`src/rtl/cpu_pkg.sv`:
```
// Shared CPU definitions: ALU control codes, ALUOp encodings, R-type funct values
// and the control-bit bundle carried down the pipeline.
package cpu_pkg;

   localparam logic [3:0] ALU_AND = 4'd0;
   localparam logic [3:0] ALU_OR  = 4'd1;
   localparam logic [3:0] ALU_ADD = 4'd2;
   localparam logic [3:0] ALU_SUB = 4'd6;
   localparam logic [3:0] ALU_SLT = 4'd7;
   localparam logic [3:0] ALU_NOR = 4'd12;
   localparam logic [3:0] ALU_BAD = 4'd15;

   localparam logic [1:0] ALUOP_ADD   = 2'b00;
   localparam logic [1:0] ALUOP_SUB   = 2'b01;
   localparam logic [1:0] ALUOP_RTYPE = 2'b10;
   localparam logic [1:0] ALUOP_OR    = 2'b11;

   localparam logic [5:0] FN_ADD = 6'h20;
   localparam logic [5:0] FN_SUB = 6'h22;
   localparam logic [5:0] FN_AND = 6'h24;
   localparam logic [5:0] FN_OR  = 6'h25;
   localparam logic [5:0] FN_NOR = 6'h27;
   localparam logic [5:0] FN_SLT = 6'h2A;

   typedef struct packed {
      logic valid;
      logic regwrite;
      logic memread;
      logic memwrite;
      logic memtoreg;
   } ex_ctrl_t;

endpackage

```
`src/rtl/id_ex_stage_alu_control.sv`:
```
// Combinational ALUOp/funct to ALU control code decoder; unknown R-type funct
// yields ALU_BAD and raises illegal.
module alu_control
   import cpu_pkg::*;
(
   input  logic [1:0] aluop,
   input  logic [5:0] funct,
   output logic [3:0] aluctl,
   output logic       illegal
);

   always_comb begin
      aluctl  = ALU_ADD;
      illegal = 1'b0;
      case (aluop)
         ALUOP_ADD: aluctl = ALU_ADD;
         ALUOP_SUB: aluctl = ALU_SUB;
         ALUOP_OR:  aluctl = ALU_OR;
         default: begin
            case (funct)
               FN_ADD:  aluctl = ALU_ADD;
               FN_SUB:  aluctl = ALU_SUB;
               FN_AND:  aluctl = ALU_AND;
               FN_OR:   aluctl = ALU_OR;
               FN_NOR:  aluctl = ALU_NOR;
               FN_SLT:  aluctl = ALU_SLT;
               default: begin
                  aluctl  = ALU_BAD;
                  illegal = 1'b1;
               end
            endcase
         end
      endcase
   end

endmodule

```
`src/rtl/id_ex_stage.sv`:
```
// ID/EX pipeline register with ALU control decode, EX/MEM and MEM/WB operand
// forwarding, and load-use bubble insertion.
module id_ex_stage
   import cpu_pkg::*;
#(
   parameter int DW = 32,
   parameter int RW = 5
) (
   input  logic          clk,
   input  logic          reset,
   input  logic          id_valid,
   input  logic [1:0]    id_aluop,
   input  logic [5:0]    id_funct,
   input  logic [DW-1:0] id_rs_data,
   input  logic [DW-1:0] id_rt_data,
   input  logic [DW-1:0] id_imm,
   input  logic          id_alusrc,
   input  logic [RW-1:0] id_rs,
   input  logic [RW-1:0] id_rt,
   input  logic [RW-1:0] id_rd,
   input  logic          id_regwrite,
   input  logic          id_memread,
   input  logic          id_memwrite,
   input  logic          id_memtoreg,
   input  logic          flush,
   input  logic          hold,
   input  logic          exmem_regwrite,
   input  logic [RW-1:0] exmem_rd,
   input  logic [DW-1:0] exmem_result,
   input  logic          memwb_regwrite,
   input  logic [RW-1:0] memwb_rd,
   input  logic [DW-1:0] memwb_result,
   output logic          stall_o,
   output logic [3:0]    ALUctl,
   output logic [DW-1:0] A,
   output logic [DW-1:0] B,
   output logic [DW-1:0] ex_store_data,
   output logic [RW-1:0] ex_rd,
   output logic          ex_valid,
   output logic          ex_regwrite,
   output logic          ex_memread,
   output logic          ex_memwrite,
   output logic          ex_memtoreg,
   output logic          ex_illegal
);

   ex_ctrl_t      ctrl_reg;
   logic [3:0]    aluctl_reg;
   logic          illegal_reg;
   logic [RW-1:0] rs_reg, rt_reg, rd_reg;
   logic [DW-1:0] rs_data_reg, rt_data_reg, imm_reg;
   logic          alusrc_reg;

   logic [3:0]    dec_aluctl;
   logic          dec_illegal;
   logic          load_use;
   ex_ctrl_t      id_ctrl;
   logic [DW-1:0] rs_fwd, rt_fwd;

   alu_control u_alu_control (
      .aluop   (id_aluop),
      .funct   (id_funct),
      .aluctl  (dec_aluctl),
      .illegal (dec_illegal)
   );

   assign load_use = ctrl_reg.valid & ctrl_reg.memread & id_valid & (rd_reg != '0)
                   & ((rd_reg == id_rs) | ((rd_reg == id_rt) & ~id_alusrc));
   assign stall_o  = load_use & ~flush;

   // An invalid ID slot must never carry side effects into EX.
   assign id_ctrl = '{valid:    id_valid,
                      regwrite: id_valid & id_regwrite,
                      memread:  id_valid & id_memread,
                      memwrite: id_valid & id_memwrite,
                      memtoreg: id_valid & id_memtoreg};

   always_ff @(posedge clk) begin
      if (reset) begin
         ctrl_reg    <= '0;
         aluctl_reg  <= '0;
         illegal_reg <= 1'b0;
         rs_reg      <= '0;
         rt_reg      <= '0;
         rd_reg      <= '0;
         rs_data_reg <= '0;
         rt_data_reg <= '0;
         imm_reg     <= '0;
         alusrc_reg  <= 1'b0;
      end else if (flush || (!hold && load_use)) begin
         ctrl_reg    <= '0;
         aluctl_reg  <= ALU_ADD;
         illegal_reg <= 1'b0;
      end else if (!hold) begin
         ctrl_reg    <= id_ctrl;
         aluctl_reg  <= dec_aluctl;
         illegal_reg <= dec_illegal & id_valid;
         rs_reg      <= id_rs;
         rt_reg      <= id_rt;
         rd_reg      <= id_rd;
         rs_data_reg <= id_rs_data;
         rt_data_reg <= id_rt_data;
         imm_reg     <= id_imm;
         alusrc_reg  <= id_alusrc;
      end
   end

   // EX/MEM is applied last so it wins over MEM/WB; r0 never forwards.
   always_comb begin
      rs_fwd = rs_data_reg;
      rt_fwd = rt_data_reg;
      if (memwb_regwrite && (memwb_rd != '0) && (memwb_rd == rs_reg)) rs_fwd = memwb_result;
      if (memwb_regwrite && (memwb_rd != '0) && (memwb_rd == rt_reg)) rt_fwd = memwb_result;
      if (exmem_regwrite && (exmem_rd != '0) && (exmem_rd == rs_reg)) rs_fwd = exmem_result;
      if (exmem_regwrite && (exmem_rd != '0) && (exmem_rd == rt_reg)) rt_fwd = exmem_result;
   end

   assign A             = rs_fwd;
   assign B             = alusrc_reg ? imm_reg : rt_fwd;
   assign ex_store_data = rt_fwd;
   assign ALUctl        = aluctl_reg;
   assign ex_illegal    = illegal_reg;
   assign ex_rd         = rd_reg;
   assign ex_valid      = ctrl_reg.valid;
   assign ex_regwrite   = ctrl_reg.regwrite;
   assign ex_memread    = ctrl_reg.memread;
   assign ex_memwrite   = ctrl_reg.memwrite;
   assign ex_memtoreg   = ctrl_reg.memtoreg;

endmodule

```
`config.mk`:
```
export PLATFORM = sky130hd
export DESIGN_NAME = id_ex_stage
export DESIGN_NICKNAME = d
export VERILOG_FILES = /design/src/rtl/cpu_pkg.sv /design/src/rtl/id_ex_stage_alu_control.sv /design/src/rtl/id_ex_stage.sv
export SDC_FILE = /design/constraint.sdc
export NUM_CORES = 1
export LEC_CHECK = 0
export CAP_MARGIN = 30
export CORE_UTILIZATION = 48
export CTS_CLUSTER_DIAMETER = 150
export CTS_CLUSTER_SIZE = 24
export DETAILED_ROUTE_END_ITERATION = 6
export GPL_TIMING_DRIVEN = 0
export PLACE_DENSITY = 0.87
export SYNTH_ARGS = -nofsm -noshare
export SYNTH_HDL_FRONTEND = slang
export SYNTH_SLANG_ARGS = --single-unit
```
`constraint.sdc`:
```
create_clock -name clk -period 3.7 [get_ports clk]
set_clock_uncertainty 0.15 [all_clocks]
set_input_delay 0.37 -clock clk [delete_from_list [all_inputs] [get_ports clk]]
set_output_delay 0.37 -clock clk [all_outputs]
set_load 0.01 [all_outputs]
```
Yosys cells after proc, flatten, opt, wreduce, memory -nomap -nowiden:

Cells that the tools add are included.

* bits in registers: 122
* output and inout bits: 112
* word-level logic and storage cells: 74

* eq/ne operators: 15
* mux-type cells: 11
* bitwise operators: 16
* reductions and logical operators: 17

Operator list (count)
* $mux W32: 5
* $eq A6 B6 Y1 const B: 6
* $eq A5 B5 Y1: 6
* $pmux W4 S6: 1
* $reduce_bool A5 Y1: 3
* $pmux W4 S3: 1
* $and A1 B1 Y1: 11
* $logic_and A1 B1 Y1: 7
* $reduce_or A6 Y1: 1
* $mux W2: 2
* $not A1 Y1: 4
* $reduce_or A3 Y1: 1
* $eq A2 B1 Y1 const B: 1
* $eq A2 B2 Y1 const B: 1
* $logic_not A2 Y1: 1
* $mux W1: 2
* $ne A2 B1 Y1 const B: 1
* $reduce_and A2 Y1: 1
* $reduce_or A2 Y1: 1
* $logic_not A1 Y1: 1
* $logic_or A1 B1 Y1: 1
* $or A1 B1 Y1: 1

Depth between registers and ports, before layout:

* depth after elaboration: 8
* mapped depth: 7
* mapped depth without buffers: 5

Modules after synthesis:

From an unflattened synthesis, not the netlist that was laid out.

* cells, all modules: 943
* area, all modules: 8041.5 um2

Modules (own cells, without submodules)
* id_ex_stage: times used 1, cells an instance 922, area an instance 7908.8 um2, seq. area each 2442.3 um2
* alu_control: times used 1, cells an instance 21, area an instance 132.6 um2, seq. area each 0.0 um2

Least setup slack after synthesis:

No wires, ideal clock.

* kind: input to output
* start: in memwb_rd[1]
* end: out B[10]
* data arrival time: 1889 ps
* data required time: 3180 ps
* slack: 1291 ps
* stages on the path: 7
* buffers on the path: 2
* cell sequence: or4_1 > o21ai_2 > nand4bb_1 > buf_4 > buf_6 > a221oi_2 > o31ai_2

* longest elaborated chain between the ends: 6

RTL lines
* from (decl): RTL line id_ex_stage.sv:31 `input logic [RW-1:0] memwb_rd,`
* $reduce_bool A5 Y1: RTL line id_ex_stage.sv:113 `if (memwb_regwrite && (memwb_rd != '0) && (memwb_rd == rt_reg)) rt_fwd = memwb_result;`
* $logic_and A1 B1 Y1: RTL line id_ex_stage.sv:113
* $logic_and A1 B1 Y1 *: RTL line id_ex_stage.sv:113
* $mux W32 *: RTL line id_ex_stage.sv:113
* $mux W32 *: RTL line id_ex_stage.sv:115 `if (exmem_regwrite && (exmem_rd != '0) && (exmem_rd == rt_reg)) rt_fwd = exmem_result;`
* $mux W32 *: RTL line id_ex_stage.sv:119 `assign B = alusrc_reg ? imm_reg : rt_fwd;`
* to (decl): RTL line id_ex_stage.sv:36 `output logic [DW-1:0] B,`

Every way passes the cells marked *; elsewhere a longest branch is shown, timed or not.

Worst setup path in the final report:

* start: in memwb_rd[1]
* end: out ex_store_data[11]

* longest elaborated chain between the ends: 5

RTL lines
* $reduce_bool A5 Y1: RTL line id_ex_stage.sv:113
* $logic_and A1 B1 Y1: RTL line id_ex_stage.sv:113
* $logic_and A1 B1 Y1 *: RTL line id_ex_stage.sv:113
* $mux W32 *: RTL line id_ex_stage.sv:113
* $mux W32 *: RTL line id_ex_stage.sv:115
* to (decl): RTL line id_ex_stage.sv:37 `output logic [DW-1:0] ex_store_data,`

Marked as above.

==> flow_summary_export.csv <==
group,metric,value,unit
status,status,"finished, final reports clean",
synthesis,yosysUniqueCellTypes,38,
synthesis,synth_top_cell_by_area,"dfxtp_1",
power,power.total,4.19,mW
power,ir_drop,362,µV
clock_tree,worstSkewPairLatency,0.43,ns
synthesis,postSynth.asyncResetShare,0,
clock_tree,clk_pin_slew,0.06,ns
timing,timing.fmax,274,MHz
synthesis,syn-instance-count,907,
synthesis,synth.avg_cell_area,8.83,µm²
clock_tree,cts_max_level,4,
setup_path,crit_start,"memwb_rd[1]",
route,wl,29200,µm
run,drv_cap,0,
power,power.density,343,mW/mm²
setup_path,max_stage_delay,0.58,ns
setup_path,crit_fanout,10,
timing,slew_viol_final,0,
timing,period_share,0.985,
cells_and_area,fin_cells,1473,
synthesis,netlist_top_cells_area,"dfxtp_1, mux2i_1, nand2b_1, a221oi_2, o31ai_2",
worst_hold_path,hp-start,"ALUctl[0]",
place,placed_cells,1439,
setup_path,required,3.18,ns
place,hpwl,21900,µm
synthesis,synthesis.area,0.00801,mm²
synthesis,ys_warn_count,0,
setup_path,worstPathArrival,3.12,ns
route,wl_per_cell,19.8,µm
floorplanning,die_y,131,µm
worst_hold_path,hold_class,"reg2reg",
synthesis,synth_top_area_share,0.305,
global_route,grt.total_usage,0.333,
setup_path,crit_top_cell,"clkdlybuf4s50_1",
setup_path,criticalPathCategory,"in2out",
route,detail-route-antenna-nets,0,
clock_tree,cts_buffer_depth,2,
synthesis,syn_nets,1112,
timing,setup_viol,0,
timing,min_period,3.64,ns
floorplanning,rows,46,
synthesis,ys_seq_elements,122,
synthesis,ys_seq_area_frac,0.305,
cells_and_area,drive_gt1_frac,0.111,
setup_path,cp-start-kind,"input pin",
setup_path,cp_slowest_cell,"or4_4",
route,vias,8039,
route,drtIter0Drc,526,
setup_path,path_cells,"clkdlybuf4s50_1 > or4_4 > o21ai_4 > nand4bb_1 > buf_4 > buf_6 > a221oi_2 > nor2_1 > clkdlybuf4s50_1",
floorplanning,dieArea,0.0172,mm²
global_route,grt_pass1_wl,44200,µm
route,drt-vias-per-instance,5.46,
floorplanning,core_area,0.0161,mm²
route,drc,0,
power,p_leak,4.81,nW
global_route,first_global_vias,8078,
clock_tree,hold_buffers,0,
clock_tree,cts.sinks,122,
floorplanning,ios,317,
clock_tree,cts-root-buf,"clkbuf_16",
place,place.gp.congestion,0.885,
synthesis,synth.most_common_cell,"nand2b_1",
timing,worst_slew_pin_slew,0.821,ns
global_route,antenna_found_initial,0,
floorplanning,die_w,131,µm
cells_and_area,postLayoutCoreUtil,0.758,
global_route,grt_max_degree,17,
synthesis,synth_flop_cell,"dfxtp_1",
setup_path,worstSetupEndpointType,"output port",
clock_tree,numCtsBuffers,17,
place,port-buffer-count,315,
clock_tree,cts_tree,"built",
setup_path,r2r-start,"ex_rd[4]",
cells_and_area,syn2layout_area_growth,52.4,%
global_route,gr-total-overflow,0,
floorplanning,start_util,0.497,
timing,slew_headroom,0.449,
timing,final-hold-violation-count,0,
cells_and_area,layout.nets,1448,
synthesis,synthTopCellsByCount,"nand2b_1, mux2i_1, dfxtp_1",
synthesis,synth-edff-count,0,
route,dr.pass1.iters,5,
## cell type report
| cell class | instances | area, µm² |
|---|---|---|
| inverter | 2 | 7.51 |
| clock inverter | 11 | 168 |
| tap | 216 | 270 |
| multi-input combinational | 713 | 5270 |
| sequential | 122 | 2440 |
| buffer | 70 | 363 |
| timing repair buffer | 317 | 3230 |
| clock buffer | 21 | 460 |
| antenna | 1 | 2.50 |
| fill | 1191 | 3910 |
## critical path: cells and delay by family
family / cells / cell delay (ns)
and+or+nand+nor: 3 / 0.95
AOI/OAI and AO/OA: 2 / 0.34
buffers and inverters: 4 / 1.44
## final timing paths
| check | slack [ns] | cells after the start | to |
|---|---|---|---|
| hold / removal | 0.32 | 1 | ALUctl[0] |
| setup reg to reg | 1.40 | 6 | imm_reg[9] |
| hold reg to reg | 0.32 | 1 | ALUctl[0] |
| setup / recovery | 0.06 | 9 | ex_store_data[11] |
## per-stage QoR
stage | setup WS [ns] | area, µm² | setup TNS [ns] | hold slack (ns)
6_report | 0.0566 | 12200 | 0 | 0.323
5_1_grt | -0.0117 | 12200 | -0.0175 | 0.339
4_1_cts | 0.00354 | 12100 | 0 | 0.313
3_5_place_dp | -0.311 | 11400 | -4.76 | 0.311
3_3_place_gp | -0.383 | 11400 | -8.42 | 0.298
2_1_floorplan | 1.29 | 8010 | 0 | 0.297
## cell usage in the layout, fill, tap and decap left out, types with 3 or more instances in the layout
cell type | netlist | routed
clkdlybuf4s50_1 | 0 | 288
nand2b_1 | 230 | 230
mux2i_1 | 144 | 144
dfxtp_1 | 122 | 122
nand2_1 | 70 | 70
nor2_1 | 70 | 70
clkbuf_1 | 37 | 35
and2_1 | 32 | 32
a221oi_2 | 30 | 30
o31ai_2 | 30 | 30
dlymetal6s2s_1 | 0 | 25
xnor2_1 | 24 | 24
o21ai_0 | 23 | 20
clkbuf_16 | 0 | 17
buf_2 | 19 | 16
buf_4 | 11 | 15
o21ai_1 | 11 | 13
xor2_1 | 7 | 7
a22o_1 | 6 | 6
nand3_1 | 5 | 5
clkbuf_2 | 0 | 4
a21oi_1 | 4 | 4
bufinv_16 | 0 | 4
nor4_4 | 0 | 3
buf_6 | 3 | 3
a32o_1 | 3 | 3
clkinv_2 | 0 | 3
## where the power goes
part	internal, mW	switching [mW]
logic	0.547	0.411
clock network	1.16	0.639
registers	1.38	0.0497
total	3.09	1.10
## per-layer routing
metal  GRT usage  routed length (µm)  part of all wire  vias up
li1            -                   -                 -     3778
met1       0.386               11700              0.40     3841
met2       0.574               14400              0.49      357
met3      0.0922                2170             0.074       63
met4       0.139                 878             0.030        0
met5           0                   0                 0        -
## what timing repair did
| action | CTS | global route |
|---|---|---|
| pin swaps | 2 | 1 |
| buffers inserted | 1 | 0 |
| resized for setup | 12 | 36 |
| setup endpoints to repair | 62 | 46 |
## cells by family after synthesis
family,synth area share
buf+inv,0.0447
compound gates,0.151
simple gates,0.286
mux,0.180
flops,0.305
xor+xnor,0.0339
Power figures use the tool's default switching activity.
